[src/rtl/bsg_halfpod_reset_seq_pkg.sv]
// Shared types and defaults for the halfpod reset sequencer.
package bsg_halfpod_reset_seq_pkg;

    localparam int unsigned hold_cycles_default_gp = 64;
    localparam int unsigned step_cycles_default_gp = 16;

    typedef enum logic [2:0] {
        e_idle,
        e_hold,
        e_up_rel,
        e_dn_rel,
        e_tok_rel,
        e_ds_rel,
        e_core_rel,
        e_done
    } bsg_halfpod_reset_seq_state_e;

    function automatic int unsigned max_u(input int unsigned a, input int unsigned b);
        return (a > b) ? a : b;
    endfunction

endpackage

[src/rtl/bsg_halfpod_step_timer.sv]
// Loadable down-counter that saturates at zero; expired flags a zero count.
module bsg_halfpod_step_timer #(
    parameter int unsigned width_p = 7
) (
    input  logic               clk,
    input  logic               reset,
    input  logic               load,
    input  logic [width_p-1:0] load_value,
    output logic               expired
);

    logic [width_p-1:0] count_r;

    // Load on strobe, otherwise count down and stick at zero.
    always_ff @(posedge clk) begin
        if (reset) begin
            count_r <= '0;
        end else if (load) begin
            count_r <= load_value;
        end else if (count_r != '0) begin
            count_r <= count_r - width_p'(1);
        end
    end

    assign expired = (count_r == '0);

endmodule

[src/rtl/bsg_halfpod_reset_sequencer.sv]
// Timed bring-up of a halfpod's SDR link resets and core reset from a single
// start pulse, with Y coordinate capture.
// Optional feature: define BSG_HALFPOD_RESET_SEQ_SDR_DISABLE_EN to drive a
// registered sdr_disable_o; otherwise sdr_disable_o is tied low.
module bsg_halfpod_reset_sequencer
    import bsg_halfpod_reset_seq_pkg::*;
#(
    parameter int unsigned step_cycles_p  = step_cycles_default_gp,
    parameter int unsigned hold_cycles_p  = hold_cycles_default_gp,
    parameter int unsigned y_cord_width_p = 7
) (
    input  logic                      clk_i,
    input  logic                      reset_i,
    input  logic                      start_i,
    input  logic [y_cord_width_p-1:0] y_cord_i,
    output logic                      uplink_reset_o,
    output logic                      downlink_reset_o,
    output logic                      token_reset_o,
    output logic                      downstream_reset_o,
    output logic                      core_reset_o,
    output logic [y_cord_width_p-1:0] y_cord_o,
    output logic                      sdr_disable_o,
    output logic                      busy_o,
    output logic                      done_o
);

    localparam int unsigned timer_width_lp = $clog2(max_u(hold_cycles_p, step_cycles_p) + 1);

    // Timer holds the remaining cycles after the current one, so a state of
    // N cycles loads N-1 and advances on the cycle its count reads zero.
    localparam logic [timer_width_lp-1:0] hold_load_lp = timer_width_lp'(hold_cycles_p - 1);
    localparam logic [timer_width_lp-1:0] step_load_lp = timer_width_lp'(step_cycles_p - 1);

    bsg_halfpod_reset_seq_state_e state_r, state_n;

    logic                      timer_load;
    logic [timer_width_lp-1:0] timer_value;
    logic                      timer_expired;

    bsg_halfpod_step_timer #(
        .width_p(timer_width_lp)
    ) step_timer (
        .clk       (clk_i),
        .reset     (reset_i),
        .load      (timer_load),
        .load_value(timer_value),
        .expired   (timer_expired)
    );

    // State register.
    always_ff @(posedge clk_i) begin
        if (reset_i) begin
            state_r <= e_idle;
        end else begin
            state_r <= state_n;
        end
    end

    // Next state and timer loads; a start from any state restarts into HOLD.
    always_comb begin
        state_n     = state_r;
        timer_load  = 1'b0;
        timer_value = hold_load_lp;
        if (start_i) begin
            state_n     = e_hold;
            timer_load  = 1'b1;
            timer_value = hold_load_lp;
        end else begin
            unique case (state_r)
                e_idle: state_n = e_idle;
                e_hold: if (timer_expired) begin
                    state_n     = e_up_rel;
                    timer_load  = 1'b1;
                    timer_value = step_load_lp;
                end
                e_up_rel: if (timer_expired) begin
                    state_n     = e_dn_rel;
                    timer_load  = 1'b1;
                    timer_value = step_load_lp;
                end
                e_dn_rel: if (timer_expired) begin
                    state_n     = e_tok_rel;
                    timer_load  = 1'b1;
                    timer_value = step_load_lp;
                end
                e_tok_rel: if (timer_expired) begin
                    state_n     = e_ds_rel;
                    timer_load  = 1'b1;
                    timer_value = step_load_lp;
                end
                e_ds_rel: if (timer_expired) begin
                    state_n     = e_core_rel;
                    timer_load  = 1'b1;
                    timer_value = step_load_lp;
                end
                e_core_rel: if (timer_expired) begin
                    state_n = e_done;
                end
                e_done: state_n = e_done;
                default: state_n = e_idle;
            endcase
        end
    end

    // Outputs are registered from the next state so they change on the same
    // edge as the state register, with no input-to-output path.
    always_ff @(posedge clk_i) begin
        if (reset_i) begin
            uplink_reset_o     <= 1'b1;
            downlink_reset_o   <= 1'b1;
            token_reset_o      <= 1'b1;
            downstream_reset_o <= 1'b1;
            core_reset_o       <= 1'b1;
            busy_o             <= 1'b0;
            done_o             <= 1'b0;
            y_cord_o           <= '0;
        end else begin
            uplink_reset_o     <= (state_n inside {e_idle, e_hold});
            downlink_reset_o   <= (state_n inside {e_idle, e_hold, e_up_rel});
            token_reset_o      <= (state_n inside {e_idle, e_hold, e_up_rel, e_dn_rel});
            downstream_reset_o <= (state_n inside {e_idle, e_hold, e_up_rel, e_dn_rel, e_tok_rel});
            core_reset_o       <= (state_n inside {e_idle, e_hold, e_up_rel, e_dn_rel, e_tok_rel, e_ds_rel});
            busy_o             <= (state_n inside {e_hold, e_up_rel, e_dn_rel, e_tok_rel, e_ds_rel, e_core_rel});
            done_o             <= (state_n == e_done);
            if (start_i) begin
                y_cord_o <= y_cord_i;
            end
        end
    end

`ifdef BSG_HALFPOD_RESET_SEQ_SDR_DISABLE_EN
    logic sdr_disable_r;

    // SDR stays disabled until the downstream reset is released.
    always_ff @(posedge clk_i) begin
        if (reset_i) begin
            sdr_disable_r <= 1'b1;
        end else begin
            sdr_disable_r <= !(state_n inside {e_ds_rel, e_core_rel, e_done});
        end
    end

    assign sdr_disable_o = sdr_disable_r;
`else
    assign sdr_disable_o = 1'b0;
`endif

endmodule

[config.mk]
export PLATFORM = sky130hd
export DESIGN_NAME = bsg_halfpod_reset_sequencer
export DESIGN_NICKNAME = d
export VERILOG_FILES = /design/src/rtl/bsg_halfpod_reset_seq_pkg.sv /design/src/rtl/bsg_halfpod_step_timer.sv /design/src/rtl/bsg_halfpod_reset_sequencer.sv
export SDC_FILE = /design/constraint.sdc
export NUM_CORES = 1
export LEC_CHECK = 0
export CAP_MARGIN = 10
export CELL_PAD_IN_SITES_DETAIL_PLACEMENT = 1
export CELL_PAD_IN_SITES_GLOBAL_PLACEMENT = 1
export CORE_AREA = 2 2 52 54
export CTS_CLUSTER_DIAMETER = 40
export DETAILED_ROUTE_END_ITERATION = 16
export DIE_AREA = 0 0 54 56
export DONT_BUFFER_PORTS = 1
export GPL_ROUTABILITY_DRIVEN = 0
export PLACE_DENSITY_LB_ADDON = 0.1
export SLEW_MARGIN = 20
export SYNTH_ARGS = -nofsm -noshare
export SYNTH_HDL_FRONTEND = slang
export SYNTH_SLANG_ARGS = --single-unit
export TNS_END_PERCENT = 10
[constraint.sdc]
create_clock -name clk_i -period 1.75 [get_ports clk_i]
set_clock_uncertainty 0.05 [all_clocks]
set_input_delay 0 -clock clk_i [delete_from_list [all_inputs] [get_ports clk_i]]
set_output_delay 0 -clock clk_i [all_outputs]
set_load 0.005 [all_outputs]
Word level (Yosys, flattened, before mapping)
Index checks and enable logic that the tools add are counted.
Widths: inputs -> output; s select.

word-level totals
  logic and storage cells = 53
  output and inout bits = 15
  input port bits = 10
  register bits = 24

cells by class
  eq/ne operators = 14
  add/sub/neg operators = 1
  multiplexer cells = 16
  reduce and logical (&&, ||, !) cells = 12

operators by type and width
  kind                 number
  $eq 3x3->1 const B   8
  $pmux 3 s8           1
  $mux 3               7
  $mux 6               3
  $mux 7               2
  $eq 3x2->1 const B   4
  $reduce_bool 6->1    2
  $logic_not 7->1      1
  $reduce_bool 7->1    1
  $sub 7x1->7 const B  1
  $eq 3x1->1 const B   2
  $logic_not 3->1      2
  $reduce_bool 5->1    1
  $reduce_or 5->1      1
  $reduce_bool 2->1    2
  $reduce_bool 4->1    1
  $mux 1               3
  $reduce_bool 3->1    1

Depth between registers and ports, before layout
Gate-level depths: netlist (run 1).

  depth after elaboration = 6
  depth in mapped cells = 7
  depth with buffers taken out = 6

Cells and area by module
Synthesis (run 1) repeated with hierarchy kept, for this count alone.

unflattened totals
  cells, all modules = 111
  area total of the unflattened synthesis = 1058.5 um2

modules (own cells, without submodules)
  module                       sequential area each (um2)  cells each  times used  area an instance (um2)
  bsg_halfpod_reset_sequencer  340.3                       64          1           659.4
  bsg_halfpod_step_timer       140.1                       47          1           399.1

Least setup slack after synthesis (run 1)
No wires, ideal clock.

  kind = register to register
  from = reg step_timer.count_r[0]
  to = reg step_timer.count_r[1]
  arrival = 1737 ps
  buffers on the path = 1
  clock period less this slack = 1916 ps
  stages on the path, launching flop included = 8
  required time = 1571 ps
  path slack = -166 ps
  library setup time = 129 ps
  path through = dfxtp_1 > inv_1 > ha_1 > or3b_4 > or4_1 > buf_2 > nor4_1 > a311oi_1

between the ends
  cells in the longest elaborated chain, start to end = 5
  elaborated cells on any way between the ends = 9
  those cells by class = 1 x add/sub; 5 x mux; 3 x reduce/logical

ends and longest elaborated chain
  what                                                                 line                          RTL
  start: declaration                                                   bsg_halfpod_step_timer.sv:12  logic [width_p-1:0] count_r;
  start signal: assignment                                             bsg_halfpod_step_timer.sv:19  count_r <= load_value;
  start signal: assignment                                             bsg_halfpod_step_timer.sv:21  count_r <= count_r - width_p'(1);
  parallel branches: the longest is 5 deep, another holds $sub 7x1->7  -

Parallel ways; which one is timed is not known. The select of a mux whose other input is x is not followed.
A chain may end at the register's enable or synchronous reset.

Worst setup path in the final report (run 1)
  from = reg step_timer.count_r[0]
  to = reg busy_o

between the ends
  cells in the longest elaborated chain, start to end = 6
  elaborated cells on any way between the ends = 16
  those cells by class = 6 x eq/ne; 8 x mux; 2 x reduce/logical

ends and longest elaborated chain
  what                                line                                RTL
  $logic_not 7->1 *                   bsg_halfpod_step_timer.sv:25        assign expired = (count_r == '0);
  $mux 3 (tied with other cells)      bsg_halfpod_reset_sequencer.sv:96   e_core_rel: if (timer_expired) begin
  $pmux 3 s8 *                        bsg_halfpod_reset_sequencer.sv:69   unique case (state_r)
  $mux 3 *                            bsg_halfpod_reset_sequencer.sv:64   if (start_i) begin
  $eq 3x1->1 (tied with other cells)  bsg_halfpod_reset_sequencer.sv:123  busy_o <= (state_n inside {e_hold, e_up_rel, e_dn_rel, e_tok_rel, e_ds_rel, e_core_rel});
  $reduce_bool 6->1 *                 bsg_halfpod_reset_sequencer.sv:123
  end signal: assignment              bsg_halfpod_reset_sequencer.sv:123
  end: declaration                    bsg_halfpod_reset_sequencer.sv:23   output logic busy_o,

Every way passes the cells marked *; elsewhere a longest branch is shown, timed or not.

==> results_tabular.tex, run 1 <==
\begin{tabular}{lr}
\hline
Metric & Value \\
\hline
\multicolumn{2}{l}{\textbf{Die}} \\
Die Area & 3020 sq um \\
Initial standard-cell utilization of the core & 39.4\% \\
Total I/O pin count & 25 \\
Standard-cell row count & 18 \\
DIE WIDTH & 54 um \\
Height of the die & 56 um \\
Core Region & 2430 sq um \\
\multicolumn{2}{l}{\textbf{Global routing}} \\
Wire length of the first global-routing pass & 3.49 mm \\
Leftover overflow at the end of global routing & 0 \\
Total global-route track usage & 15.1\% \\
Maximum number of pins on one net before global-route repair & 18 \\
Initial antenna violation count & 0 \\
Vias in the first global route & 820 \\
\multicolumn{2}{l}{\textbf{Clocking}} \\
H-tree depth & 1 \\
TritonCTS buffer count & 3 \\
Post-CTS setup repair buffer count & 0 \\
Clock tree from TritonCTS & built \\
Clock transition at the register clock pins on the worst setup and hold paths after CTS & 140 ps \\
Post-CTS Hold Buffers & 8 \\
Clock network latency to the later pin of the worst-skew pair & 310 ps \\
Number of clock sinks & 24 \\
Max clock buf depth & 2 \\
Root buf cell & sky130\_fd\_sc\_hd\_\_clkbuf\_4 \\
\multicolumn{2}{l}{\textbf{Final layout}} \\
End-of-flow core utilization & 48.4\% \\
Net count reported at finish & 120 \\
N\_diodes & 0 \\
Area growth from synthesis to final layout & 22.8\% \\
Design area & 1180 sq um \\
Share of final-layout standard cells stronger than drive strength 1 & 18.5\% \\
\multicolumn{2}{l}{\textbf{Pwr}} \\
Power dissipated by switching net loads & 0.258 mW \\
Worst IR Drop VDD & 0.507 mV \\
Switching fraction of total power & 22.7\% \\
Leakage power summed over all cells & 0.477 nW \\
Part of the total power dissipated in sequential elements & 52.8\% \\
Power per unit of standard cell area & 964 nW/um\^{}2 \\
Comb pwr share & 11.8\% \\
Post-layout power & 1.14 mW \\
Internal & 0.877 mW \\
Fraction of power consumed by the clock network & 35.4\% \\
\multicolumn{2}{l}{\textbf{Synthesis}} \\
Area fraction of the dominant cell type after synthesis & 50.1\% \\
Portion of the post-synthesis area used by sequential elements & 50.1\% \\
Number of synthesized flops with an enable pin & 0 \\
Post-synthesis average cell area & 9.78 sq um \\
Ranking of synthesized cells by area & sky130\_fd\_sc\_hd\_\_dfxtp\_1, sky130\_fd\_sc\_hd\_\_mux2i\_1, sky130\_fd\_sc\_hd\_\_a21oi\_1 \\
Flip-flop and latch count after synthesis & 24 \\
Commonest register cell after synthesis & sky130\_fd\_sc\_hd\_\_dfxtp\_1 \\
Cell type with the highest aggregate area in the netlist & sky130\_fd\_sc\_hd\_\_dfxtp\_1 \\
Number of instances in the synthesized netlist & 98 \\
Share of synthesized registers carrying an async set or reset & 0\% \\
Post-Syn Area & 958 sq um \\
Cell variety after synth & 32 \\
Syn\_nets & 109 \\
Synth Warn \# & 0 \\
\multicolumn{2}{l}{\textbf{Drt}} \\
DR pass1 iterations & 3 \\
WL per Instance & 15.5 um \\
Count of vias placed by the detailed router & 777 \\
Number of DRC markers in iteration 0 & 5 \\
Total Routed Length & 2.13 mm \\
Remaining antenna violation count after routing & 0 \\
Vias per cell & 5.63 \\
DRC Markers & 0 \\
\multicolumn{2}{l}{\textbf{Worst setup path}} \\
Crit path required time & 1890 ps \\
Startpoint of the worst-slack reg-to-reg timing path & step\_timer.count\_r[0] \\
Capturing instance or port of the critical path & busy\_o \\
CP max FO & 6 \\
Largest stage delay on the critical path & 500 ps \\
Chain of cells forming the critical path & inv\_1, ha\_2, or3b\_4, or4\_4, a21boi\_2, a311oi\_1 \\
Worst-path cell with the longest stage delay & sky130\_fd\_sc\_hd\_\_or4\_4 \\
CP Data Arrival Time & 2060 ps \\
Kind of end point of the critical path & register \\
Worst reg2reg setup slack & -170 ps \\
Worst Setup SP & step\_timer.count\_r[0] \\
FF-to-FF path depth & 6 \\
Crit Path Category & reg -> reg \\
Critical R2R Capture & busy\_o \\
Critical Path Start Type & register \\
\multicolumn{2}{l}{\textbf{Outcome}} \\
Run status & complete, but fails checks \\
Failing checks & negative hold slack, negative setup slack \\
\multicolumn{2}{l}{\textbf{STA}} \\
Final worst path period need & 1920 ps \\
Minimum setup slack in the final design & -169 ps \\
Tightest Pin Transition & 607 ps \\
Setup repair after global routing missed its margin & true \\
Upper clock frequency limit & 0.521 GHz \\
Number of pins exceeding their max-slew limit in the final report & 0 \\
Tcrit/Tclk final & 110\% \\
Worst-case headroom to the max-slew limit & 59.5\% \\
Final setup TNS & -1380 ps \\
Hold violation count in the final report & 9 \\
Final setup violating endpoints & 14 \\
Tightest hold margin & -313 ps \\
\multicolumn{2}{l}{\textbf{Place}} \\
Hpwl dp & 1.37 mm \\
Placed instance area & 1010 sq um \\
Port buffer count & 0 \\
\multicolumn{2}{l}{\textbf{Worst hold path}} \\
Min-Delay Path Class & in -> reg \\
Launch instance of the worst min-delay path & reset\_i \\
\multicolumn{2}{l}{\textbf{Run}} \\
Max-cap violation count & 0 \\
\hline
\end{tabular}
==> metrics by stage <==
step                setup slack [ps]  instances  hold WS (ps)
detailed placement              -251        126          23.3
floorplan                       -166         98          97.2
global placement                -161        126          23.2
global route                    -286        138          -340
CTS                             -145        138          -328
finish                          -169        138          -313
==> per-layer routing <==
metal | routed length [um] | GRT usage (%) | share of wire, %
met1 | 944 | 19.8 | 44
met2 | 1070 | 24.0 | 50
met3 | 109 | 4.57 | 5.1
met4 | 8 | 3.21 | 0.38
met5 | 0 | 0 | 0
==> synthesized netlist by cell type, types with 2 or more instances <==
master,count
sky130_fd_sc_hd__nor4_1,5
sky130_fd_sc_hd__nor3_1,3
sky130_fd_sc_hd__clkbuf_1,5
sky130_fd_sc_hd__inv_1,5
sky130_fd_sc_hd__mux2i_1,8
sky130_fd_sc_hd__o21ai_0,2
sky130_fd_sc_hd__a311oi_1,3
sky130_fd_sc_hd__and3_1,2
sky130_fd_sc_hd__a21oi_1,9
sky130_fd_sc_hd__buf_2,2
sky130_fd_sc_hd__nor2_1,8
sky130_fd_sc_hd__dfxtp_1,24
sky130_fd_sc_hd__a31oi_1,2
sky130_fd_sc_hd__nand2b_1,2
==> cell type report <==
cell class / count / area (sq um)
Inverter: 5 / 18.8
Clock buffer: 3 / 22.5
Tap cell: 30 / 37.5
Multi-Input combinational cell: 60 / 455
Timing Repair Buffer: 15 / 133
Fill cell: 264 / 1250
Sequential cell: 24 / 480
Clock inverter: 1 / 30.0
==> registers in the layout, indices dropped and copies added (netlist names) <==
register,count
busy_o,1
core_reset_o,1
done_o,1
downlink_reset_o,1
downstream_reset_o,1
state_r,3
step_timer.count_r,7
token_reset_o,1
uplink_reset_o,1
y_cord_o,7
==> worst min path at each step <==
stage                             to  depth (start not counted)
3_5_place_dp              state_r[0]                          1
6_report       step_timer.count_r[4]                          1
3_3_place_gp   step_timer.count_r[5]                          1
4_1_cts                   state_r[0]                          1
5_1_grt                   state_r[0]                          1
2_1_floorplan            y_cord_o[0]                          2
==> cell families after synthesis <==
logic type | share of synthesized area (%)
AO/OA/AOI/OAI | 14.6
adder cells (fa/ha/maj) | 2.35
buffers and inverters | 6.14
flip-flops | 50.1
multiplexers | 8.36
other | 0.391
AND/OR/NAND/NOR | 18.0
==> layout by cell type, fill, tap and decap left out, types with 3 or more instances in the layout <==
master	count
sky130_fd_sc_hd__dfxtp_1	24
sky130_fd_sc_hd__a21oi_1	9
sky130_fd_sc_hd__nor2_1	8
sky130_fd_sc_hd__mux2i_1	8
sky130_fd_sc_hd__dlygate4sd3_1	8
sky130_fd_sc_hd__buf_4	7
sky130_fd_sc_hd__inv_1	5
sky130_fd_sc_hd__nor4_4	3
sky130_fd_sc_hd__nor4_1	3
sky130_fd_sc_hd__nor3_1	3
sky130_fd_sc_hd__a311oi_1	3
sky130_fd_sc_hd__clkbuf_4	3
==> power by group through the flow <==
stage          clock [mW]  combinational, mW  sequential, mW
5_1_grt             0.435              0.150           0.604
6_report            0.401              0.134           0.599
3_5_place_dp            0              0.108           0.611
4_1_cts             0.412              0.126           0.600
2_1_floorplan           0             0.0856           0.606
3_3_place_gp            0              0.105           0.611
==> repair_timing <==
item / CTS / global route
endpoints found under the setup margin: 13 / 16
pin swaps: 2 / 0
endpoints found under the hold margin: 24 / 9
resized for setup: 2 / 4
==> critical path, delay by kind of cell, from the launching register on <==
| kind | cells | cell delay [ps] |
|---|---|---|
| AOI/OAI and AO/OA | 2 | 300 |
| adders and majority gates | 1 | 170 |
| buffers and inverters | 1 | 70 |
| DFF | 1 | 340 |
| and+or+nand+nor | 2 | 880 |
Note: power is estimated with default switching activity, not from simulation.
==> inputs of run 2 (changes only) <==
Settings changed: SETUP_SLACK_MARGIN set to 0.5, SLEW_MARGIN 20 to 0.
==> run 2 against run 1 <==
Against the previous run:
- the run still ends with negative hold slack, negative setup slack left
- final area rose by 2.7%
- routed wire length increased by 0.70%
- first-iteration DRC count up 20%
- flip-flop and latch count unchanged
- critical endpoint is now step_timer.count_r[1]
- highest routed layer unchanged
==> results_tabular.tex, run 2 (synthesis gave the netlist of run 1 again) <==
\begin{tabular}{lr}
\hline
Metric & Value \\
\hline
\multicolumn{2}{l}{\textbf{Worst setup path}} \\
Kind of cell with the highest combined delay on the critical path & simple AND/OR/NAND/NOR gates (unchanged) \\
Kind of end point of the critical path & register (unchanged) \\
Buffers plus inverters on the worst setup path & 1 (unchanged) \\
CP Data Arrival Time & 2040 ps (was 2060 ps) \\
Crit path required time & 1900 ps (was 1890 ps) \\
Largest stage delay on the critical path & 500 ps (about the same) \\
Chain of cells forming the critical path & inv\_2, ha\_4, or3b\_4, or4\_4, nor4\_4, a311oi\_2 (was inv\_1, ha\_2, or3b\_4, or4\_4, a21boi\_2, a311oi\_1) \\
Worst-path cell with the longest stage delay & sky130\_fd\_sc\_hd\_\_or4\_4 (unchanged) \\
Crit Path Category & reg -> reg (unchanged) \\
Critical Path Start Type & register (unchanged) \\
CP max FO & 6 (unchanged) \\
\multicolumn{2}{l}{\textbf{Drt}} \\
DR pass1 iterations & 2 (was 3) \\
Remaining antenna violation count after routing & 0 (unchanged) \\
Count of vias placed by the detailed router & 769 (was 777) \\
Number of DRC markers in iteration 0 & 6 (was 5) \\
Total Routed Length & 2.15 mm (was 2.13 mm) \\
DRC Markers & 0 (unchanged) \\
WL per Instance & 15.7 um (was 15.5 um) \\
Vias per cell & 5.61 (was 5.63) \\
\multicolumn{2}{l}{\textbf{STA}} \\
Minimum setup slack in the final design & -140 ps (was -169 ps) \\
Setup repair after global routing missed its margin & true (unchanged) \\
Tightest Pin Transition & 619 ps (was 607 ps) \\
Tightest hold margin & -324 ps (was -313 ps) \\
Worst-case headroom to the max-slew limit & 58.7\% (was 59.5\%) \\
Number of pins exceeding their max-slew limit in the final report & 0 (unchanged) \\
Final setup TNS & -926 ps (was -1380 ps) \\
Hold violation count in the final report & 15 (was 9) \\
Tcrit/Tclk final & 108\% (was 110\%) \\
Final worst path period need & 1890 ps (was 1920 ps) \\
Upper clock frequency limit & 0.529 GHz (was 0.521 GHz) \\
Final setup violating endpoints & 10 (was 14) \\
\multicolumn{2}{l}{\textbf{Global routing}} \\
Maximum number of pins on one net before global-route repair & 18 (unchanged) \\
Wire length of the first global-routing pass & 3.50 mm (was 3.49 mm) \\
Vias in the first global route & 813 (was 820) \\
Leftover overflow at the end of global routing & 0 (unchanged) \\
Initial antenna violation count & 0 (unchanged) \\
Total global-route track usage & 15.1\% (about the same) \\
\multicolumn{2}{l}{\textbf{Clocking}} \\
TritonCTS buffer count & 3 (unchanged) \\
Clock transition at the register clock pins on the worst setup and hold paths after CTS & 140 ps (about the same) \\
Max clock buf depth & 2 (unchanged) \\
Root buf cell & sky130\_fd\_sc\_hd\_\_clkbuf\_4 (unchanged) \\
H-tree depth & 1 (unchanged) \\
Post-CTS setup repair buffer count & 0 (unchanged) \\
Clock tree from TritonCTS & built (unchanged) \\
Clock network latency to the later pin of the worst-skew pair & 310 ps (about the same) \\
Post-CTS Hold Buffers & 7 (was 8) \\
Number of clock sinks & 24 (unchanged) \\
\multicolumn{2}{l}{\textbf{Outcome}} \\
Failing checks & negative hold slack, negative setup slack (unchanged) \\
Run status & complete, but fails checks (unchanged) \\
\multicolumn{2}{l}{\textbf{Die}} \\
Height of the die & 56 um (unchanged) \\
Initial standard-cell utilization of the core & 39.4\% (unchanged) \\
Standard-cell row count & 18 (unchanged) \\
DIE WIDTH & 54 um (unchanged) \\
Total I/O pin count & 25 (unchanged) \\
Core Region & 2430 sq um (unchanged) \\
Die Area & 3020 sq um (unchanged) \\
\multicolumn{2}{l}{\textbf{Final layout}} \\
Area growth from synthesis to final layout & 26.1\% (was 22.8\%) \\
Design area & 1210 sq um (was 1180 sq um) \\
N\_diodes & 0 (unchanged) \\
Share of final-layout standard cells stronger than drive strength 1 & 29.0\% (was 18.5\%) \\
Number of standard cells in the final layout excluding fillers & 137 (was 138) \\
Net count reported at finish & 119 (was 120) \\
Commonest cells after routing, fill and taps aside & sky130\_fd\_sc\_hd\_\_dfxtp\_1, sky130\_fd\_sc\_hd\_\_a21oi\_1, sky130\_fd\_sc\_hd\_\_nor2\_1, sky130\_fd\_sc\_hd\_\_mux2i\_1 (was sky130\_fd\_sc\_hd\_\_dfxtp\_1, sky130\_fd\_sc\_hd\_\_a21oi\_1, sky130\_fd\_sc\_hd\_\_nor2\_1, sky130\_fd\_sc\_hd\_\_mux2i\_1, sky130\_fd\_sc\_hd\_\_dlygate4sd3\_1) \\
Registers with the most flip-flops & step\_timer.count\_r (7), y\_cord\_o (7), state\_r (3) (unchanged) \\
Most frequent standard cell in the layout excluding fill and tap cells & sky130\_fd\_sc\_hd\_\_dfxtp\_1 (unchanged) \\
\multicolumn{2}{l}{\textbf{Pwr}} \\
Part of the total power dissipated in sequential elements & 52.4\% (was 52.8\%) \\
Internal & 0.886 mW (was 0.877 mW) \\
Worst IR Drop VDD & 0.514 mV (was 0.507 mV) \\
Comb pwr share & 12.5\% (was 11.8\%) \\
Fraction of power consumed by the clock network & 35.1\% (was 35.4\%) \\
Leakage power summed over all cells & 0.540 nW (was 0.477 nW) \\
Switching fraction of total power & 23.0\% (was 22.7\%) \\
Power dissipated by switching net loads & 0.265 mW (was 0.258 mW) \\
Power per unit of standard cell area & 952 nW/um\^{}2 (was 964 nW/um\^{}2) \\
\multicolumn{2}{l}{\textbf{Place}} \\
Cell count after placement & 126 (unchanged) \\
Post-place setup slack & -251 ps (unchanged) \\
Port buffer count & 0 (unchanged) \\
Hpwl dp & 1.37 mm (unchanged) \\
Placed instance area & 1010 sq um (unchanged) \\
\multicolumn{2}{l}{\textbf{Worst hold path}} \\
Min-Delay Path Class & in -> reg (unchanged) \\
\multicolumn{2}{l}{\textbf{Run}} \\
Max-cap violation count & 0 (unchanged) \\
\hline
\end{tabular}
==> run 2: cell types whose count changed in the layout (fill, tap and decap cells not counted) <==
| cell | previous run | this run |
|---|---|---|
| sky130_fd_sc_hd__ha_2 | 1 | 0 |
| sky130_fd_sc_hd__a311oi_2 | 0 | 1 |
| sky130_fd_sc_hd__a311oi_1 | 3 | 2 |
| sky130_fd_sc_hd__dfxtp_2 | 0 | 7 |
| sky130_fd_sc_hd__a21oi_1 | 9 | 8 |
| sky130_fd_sc_hd__inv_1 | 5 | 3 |
| sky130_fd_sc_hd__a21oi_2 | 0 | 1 |
| sky130_fd_sc_hd__dlygate4sd3_1 | 8 | 2 |
| sky130_fd_sc_hd__inv_2 | 0 | 2 |
| sky130_fd_sc_hd__ha_4 | 0 | 1 |
| sky130_fd_sc_hd__dlymetal6s4s_1 | 0 | 5 |
| sky130_fd_sc_hd__dfxtp_1 | 24 | 17 |
==> run 2: final cells by class <==
cell class	instances	area (sq um)
fillers	271	1220
flip-flops and latches	24	489
multi-input cells	60	475
repair buffers	14	135
well taps	30	37.5
clock inverters	1	30.0
clock buffers	3	22.5
inverters	5	18.8
==> run 2: routing by layer <==
layer	share of wire, %	track usage, %
met1	43	19.9
met2	51	23.9
met3	5.5	4.57
met4	0.37	3.21
met5	0	0
==> run 2: through the flow <==
stage	util [%]	total power, mW
after floorplan	-	0.692
after global placement	41.5	0.716
after detailed placement	41.5	0.719
after CTS	46.9	1.14
after global routing	49.7	1.20
final	49.7	1.15
==> run 2: final timing paths <==
path	startpoint	to	slack [ps]	depth (start not counted)
worst min register to register	step_timer.count_r[6]	step_timer.count_r[6]	490	1
worst max register to register	step_timer.count_r[0]	step_timer.count_r[1]	-140	6
worst min-delay path	reset_i	step_timer.count_r[1]	-320	1
worst max-delay path	step_timer.count_r[0]	step_timer.count_r[1]	-140	6
==> run 2: power groups by stage <==
| stage | sequential, mW | combinational [mW] | clock, mW |
|---|---|---|---|
| floorplan | 0.606 | 0.0856 | 0 |
| global placement | 0.611 | 0.105 | 0 |
| detailed placement | 0.611 | 0.108 | 0 |
| CTS | 0.600 | 0.124 | 0.412 |
| global route | 0.607 | 0.159 | 0.434 |
| finish | 0.603 | 0.144 | 0.404 |
==> run 2: what timing repair did <==
item / 4_1_cts / 5_1_grt
pin swaps: 2 / 3
setup endpoints to repair: 17 / 22
endpoints found under the hold margin: 24 / 15
resized for setup: 2 / 21
==> inputs of run 3 (changes only) <==
Settings changed: CORE_AREA 2 2 52 54 to 2 2 56 58, DIE_AREA 0 0 54 56 to 0 0 58 60.
==> run 3 against run 2 <==
Against the previous run:
- the run still ends with negative hold slack, negative setup slack left
- flip-flop and latch count unchanged
- final cell count up 9.5%
- final area rose by 9.5%
- fmax increased by 0.69%
- total power up 2.8%
- sequential power hardly changed
- hold slack improved by 320 ps
- die area rose by 15%
- first-iteration DRC count is 17% lower
- clock power about the same
==> results_tabular.tex, run 3 (synthesis gave the netlist of run 1 again) <==
\begin{tabular}{lr}
\hline
Metric & Value \\
\hline
\multicolumn{2}{l}{\textbf{Die}} \\
Die Area & 3480 sq um (was 3020 sq um) \\
Core Region & 2900 sq um (was 2430 sq um) \\
Height of the die & 60 um (was 56 um) \\
DIE WIDTH & 58 um (was 54 um) \\
Total I/O pin count & 25 (unchanged) \\
Initial standard-cell utilization of the core & 33.0\% (was 39.4\%) \\
Standard-cell row count & 20 (was 18) \\
\multicolumn{2}{l}{\textbf{STA}} \\
Worst-case headroom to the max-slew limit & 57.2\% (was 58.7\%) \\
Final worst path period need & 1880 ps (was 1890 ps) \\
Number of pins exceeding their max-slew limit in the final report & 0 (unchanged) \\
Minimum setup slack in the final design & -127 ps (was -140 ps) \\
Tightest hold margin & -1.38 ps (was -324 ps) \\
Upper clock frequency limit & 0.533 GHz (was 0.529 GHz) \\
Final setup violating endpoints & 12 (was 10) \\
Hold violation count in the final report & 1 (was 15) \\
Setup repair after global routing missed its margin & true (unchanged) \\
Tightest Pin Transition & 640 ps (was 619 ps) \\
Tcrit/Tclk final & 107\% (was 108\%) \\
\multicolumn{2}{l}{\textbf{Final layout}} \\
Design area & 1320 sq um (was 1210 sq um) \\
Commonest cells after routing, fill and taps aside & sky130\_fd\_sc\_hd\_\_dfxtp\_1, sky130\_fd\_sc\_hd\_\_dlygate4sd3\_1, sky130\_fd\_sc\_hd\_\_a21oi\_1 (was sky130\_fd\_sc\_hd\_\_dfxtp\_1, sky130\_fd\_sc\_hd\_\_a21oi\_1, sky130\_fd\_sc\_hd\_\_nor2\_1, sky130\_fd\_sc\_hd\_\_mux2i\_1) \\
Filler instances & 318 (was 271) \\
Area growth from synthesis to final layout & 38.1\% (was 26.1\%) \\
Net count reported at finish & 129 (was 119) \\
N\_diodes & 0 (unchanged) \\
Registers with the most flip-flops & step\_timer.count\_r (7), y\_cord\_o (7), state\_r (3) (unchanged) \\
Total area of multi-input combinational cells & 484 sq um (was 475 sq um) \\
Sequential cell area in the final layout & 489 sq um (unchanged) \\
Most frequent standard cell in the layout excluding fill and tap cells & sky130\_fd\_sc\_hd\_\_dfxtp\_1 (unchanged) \\
Share of final-layout standard cells stronger than drive strength 1 & 29.1\% (was 29.0\%) \\
\multicolumn{2}{l}{\textbf{Pwr}} \\
Power per unit of standard cell area & 893 nW/um\^{}2 (was 952 nW/um\^{}2) \\
Post-layout power & 1.18 mW (was 1.15 mW) \\
Leakage power summed over all cells & 0.596 nW (was 0.540 nW) \\
Worst IR Drop VDD & 0.464 mV (was 0.514 mV) \\
\multicolumn{2}{l}{\textbf{Clocking}} \\
Clock network latency to the later pin of the worst-skew pair & 320 ps (was 310 ps) \\
Root buf cell & sky130\_fd\_sc\_hd\_\_clkbuf\_4 (unchanged) \\
Clock tree from TritonCTS & built (unchanged) \\
H-tree depth & 1 (unchanged) \\
Number of clock sinks & 24 (unchanged) \\
Clock transition at the register clock pins on the worst setup and hold paths after CTS & 130 ps (was 140 ps) \\
Max clock buf depth & 2 (unchanged) \\
TritonCTS buffer count & 3 (unchanged) \\
\multicolumn{2}{l}{\textbf{Global routing}} \\
Maximum number of pins on one net before global-route repair & 15 (was 18) \\
Vias in the first global route & 818 (was 813) \\
Wire length of the first global-routing pass & 3.64 mm (was 3.50 mm) \\
Initial antenna violation count & 0 (unchanged) \\
Total global-route track usage & 14.2\% (was 15.1\%) \\
Leftover overflow at the end of global routing & 0 (unchanged) \\
\multicolumn{2}{l}{\textbf{Place}} \\
Hpwl dp & 1.39 mm (was 1.37 mm) \\
Placed instance area & 1020 sq um (was 1010 sq um) \\
Port buffer count & 0 (unchanged) \\
\multicolumn{2}{l}{\textbf{Worst setup path}} \\
Crit Path Category & reg -> reg (unchanged) \\
Critical R2R Capture & busy\_o (was step\_timer.count\_r[1]) \\
CP max FO & 6 (unchanged) \\
Chain of cells forming the critical path & inv\_2, ha\_4, or3b\_4, or4\_4, a21boi\_4, a311oi\_1 (was inv\_2, ha\_4, or3b\_4, or4\_4, nor4\_4, a311oi\_2) \\
Largest stage delay on the critical path & 480 ps (was 500 ps) \\
Worst-path cell with the longest stage delay & sky130\_fd\_sc\_hd\_\_or4\_4 (unchanged) \\
Crit path required time & 1890 ps (was 1900 ps) \\
Kind of end point of the critical path & register (unchanged) \\
Worst reg2reg setup slack & -130 ps (was -140 ps) \\
FF-to-FF path depth & 6 (unchanged) \\
CP Data Arrival Time & 2020 ps (was 2040 ps) \\
Startpoint of the worst-slack reg-to-reg timing path & step\_timer.count\_r[0] (unchanged) \\
Critical Path Start Type & register (unchanged) \\
\multicolumn{2}{l}{\textbf{Drt}} \\
Uppermost metal layer occupied by signal nets & met4 (unchanged) \\
Vias per cell & 5.31 (was 5.61) \\
Wl on met1 & 1.10 mm (was 934 um) \\
WL per Instance & 15.7 um (about the same) \\
DRC Markers & 0 (unchanged) \\
Met2 routed wirelength & 1.10 mm (was 1.09 mm) \\
DR pass1 iterations & 3 (was 2) \\
Number of DRC markers in iteration 0 & 5 (was 6) \\
Total Routed Length & 2.36 mm (was 2.15 mm) \\
Remaining antenna violation count after routing & 0 (unchanged) \\
Met3 layer wire length in the routed design & 119 um (was 118 um) \\
Count of vias placed by the detailed router & 797 (was 769) \\
\multicolumn{2}{l}{\textbf{Worst hold path}} \\
Hold-critical path depth & 3 (was 1) \\
Launch instance of the worst min-delay path & y\_cord\_i[1] (was reset\_i) \\
End of the worst hold path & y\_cord\_o[1] (was step\_timer.count\_r[1]) \\
Min-Delay Path Class & in -> reg (unchanged) \\
\multicolumn{2}{l}{\textbf{Outcome}} \\
Failing checks & negative hold slack, negative setup slack (unchanged) \\
Run status & complete, but fails checks (unchanged) \\
\multicolumn{2}{l}{\textbf{Run}} \\
Max-cap violation count & 0 (unchanged) \\
\hline
\end{tabular}
==> run 3: area by class of cell <==
| type | count | area share (%) |
|---|---|---|
| multi-input combinational | 60 | 36.6 |
| sequential | 24 | 37.0 |
| clock buffer | 3 | 1.70 |
| tap | 33 | 3.12 |
| timing repair buffer | 24 | 18.0 |
| clock inverter | 1 | 2.27 |
| inverter | 5 | 1.42 |
==> run 3: worst max-delay path, delay by kind of cell (launching register included) <==
family | cells | cell delay, ps
and+or+nand+nor | 2 | 860
DFF | 1 | 350
AOI/OAI and AO/OA | 2 | 300
adders and majority gates | 1 | 120
buffers and inverters | 1 | 60
==> run 3: stage by stage <==
step / TNS, ps / util, % / worst slack, ps / cells
2_1_floorplan: -711 / - / -166 / 98
3_5_place_dp: -1330 / 35.1 / -230 / 130
6_report: -732 / 45.6 / -127 / 150
4_1_cts: -1180 / 40.9 / -139 / 143
5_1_grt: -1870 / 45.6 / -185 / 150
3_3_place_gp: -975 / 35.1 / -155 / 130
==> run 3: report_power, final <==
group,total (mW),switching [mW],internal (mW)
logic,0.176,0.0822,0.0935
clock network,0.406,0.175,0.232
registers,0.600,0.0243,0.576
==> run 3: worst max path at each step <==
stage	from	to	cells past startpoint
2_1_floorplan	step_timer.count_r[0]	step_timer.count_r[1]	7
3_3_place_gp	step_timer.count_r[0]	busy_o	6
3_5_place_dp	step_timer.count_r[0]	busy_o	6
4_1_cts	step_timer.count_r[0]	busy_o	6
5_1_grt	step_timer.count_r[1]	step_timer.count_r[1]	6
6_report	step_timer.count_r[0]	busy_o	6
==> run 3: metal layers <==
metal,track usage (%),up-vias
met5,0,-
met2,23.9,23
met4,7.97,0
li1,-,389
met1,16.3,381
met3,4.11,4
==> run 3: repair_timing <==
item / in CTS / in global routing
endpoints found under the hold margin: 24 / 5
setup endpoints to repair: 17 / 22
hold buffers: 9 / 6
gates resized for setup: 4 / 25
setup buffers: 0 / 1
pin swaps: 2 / 5
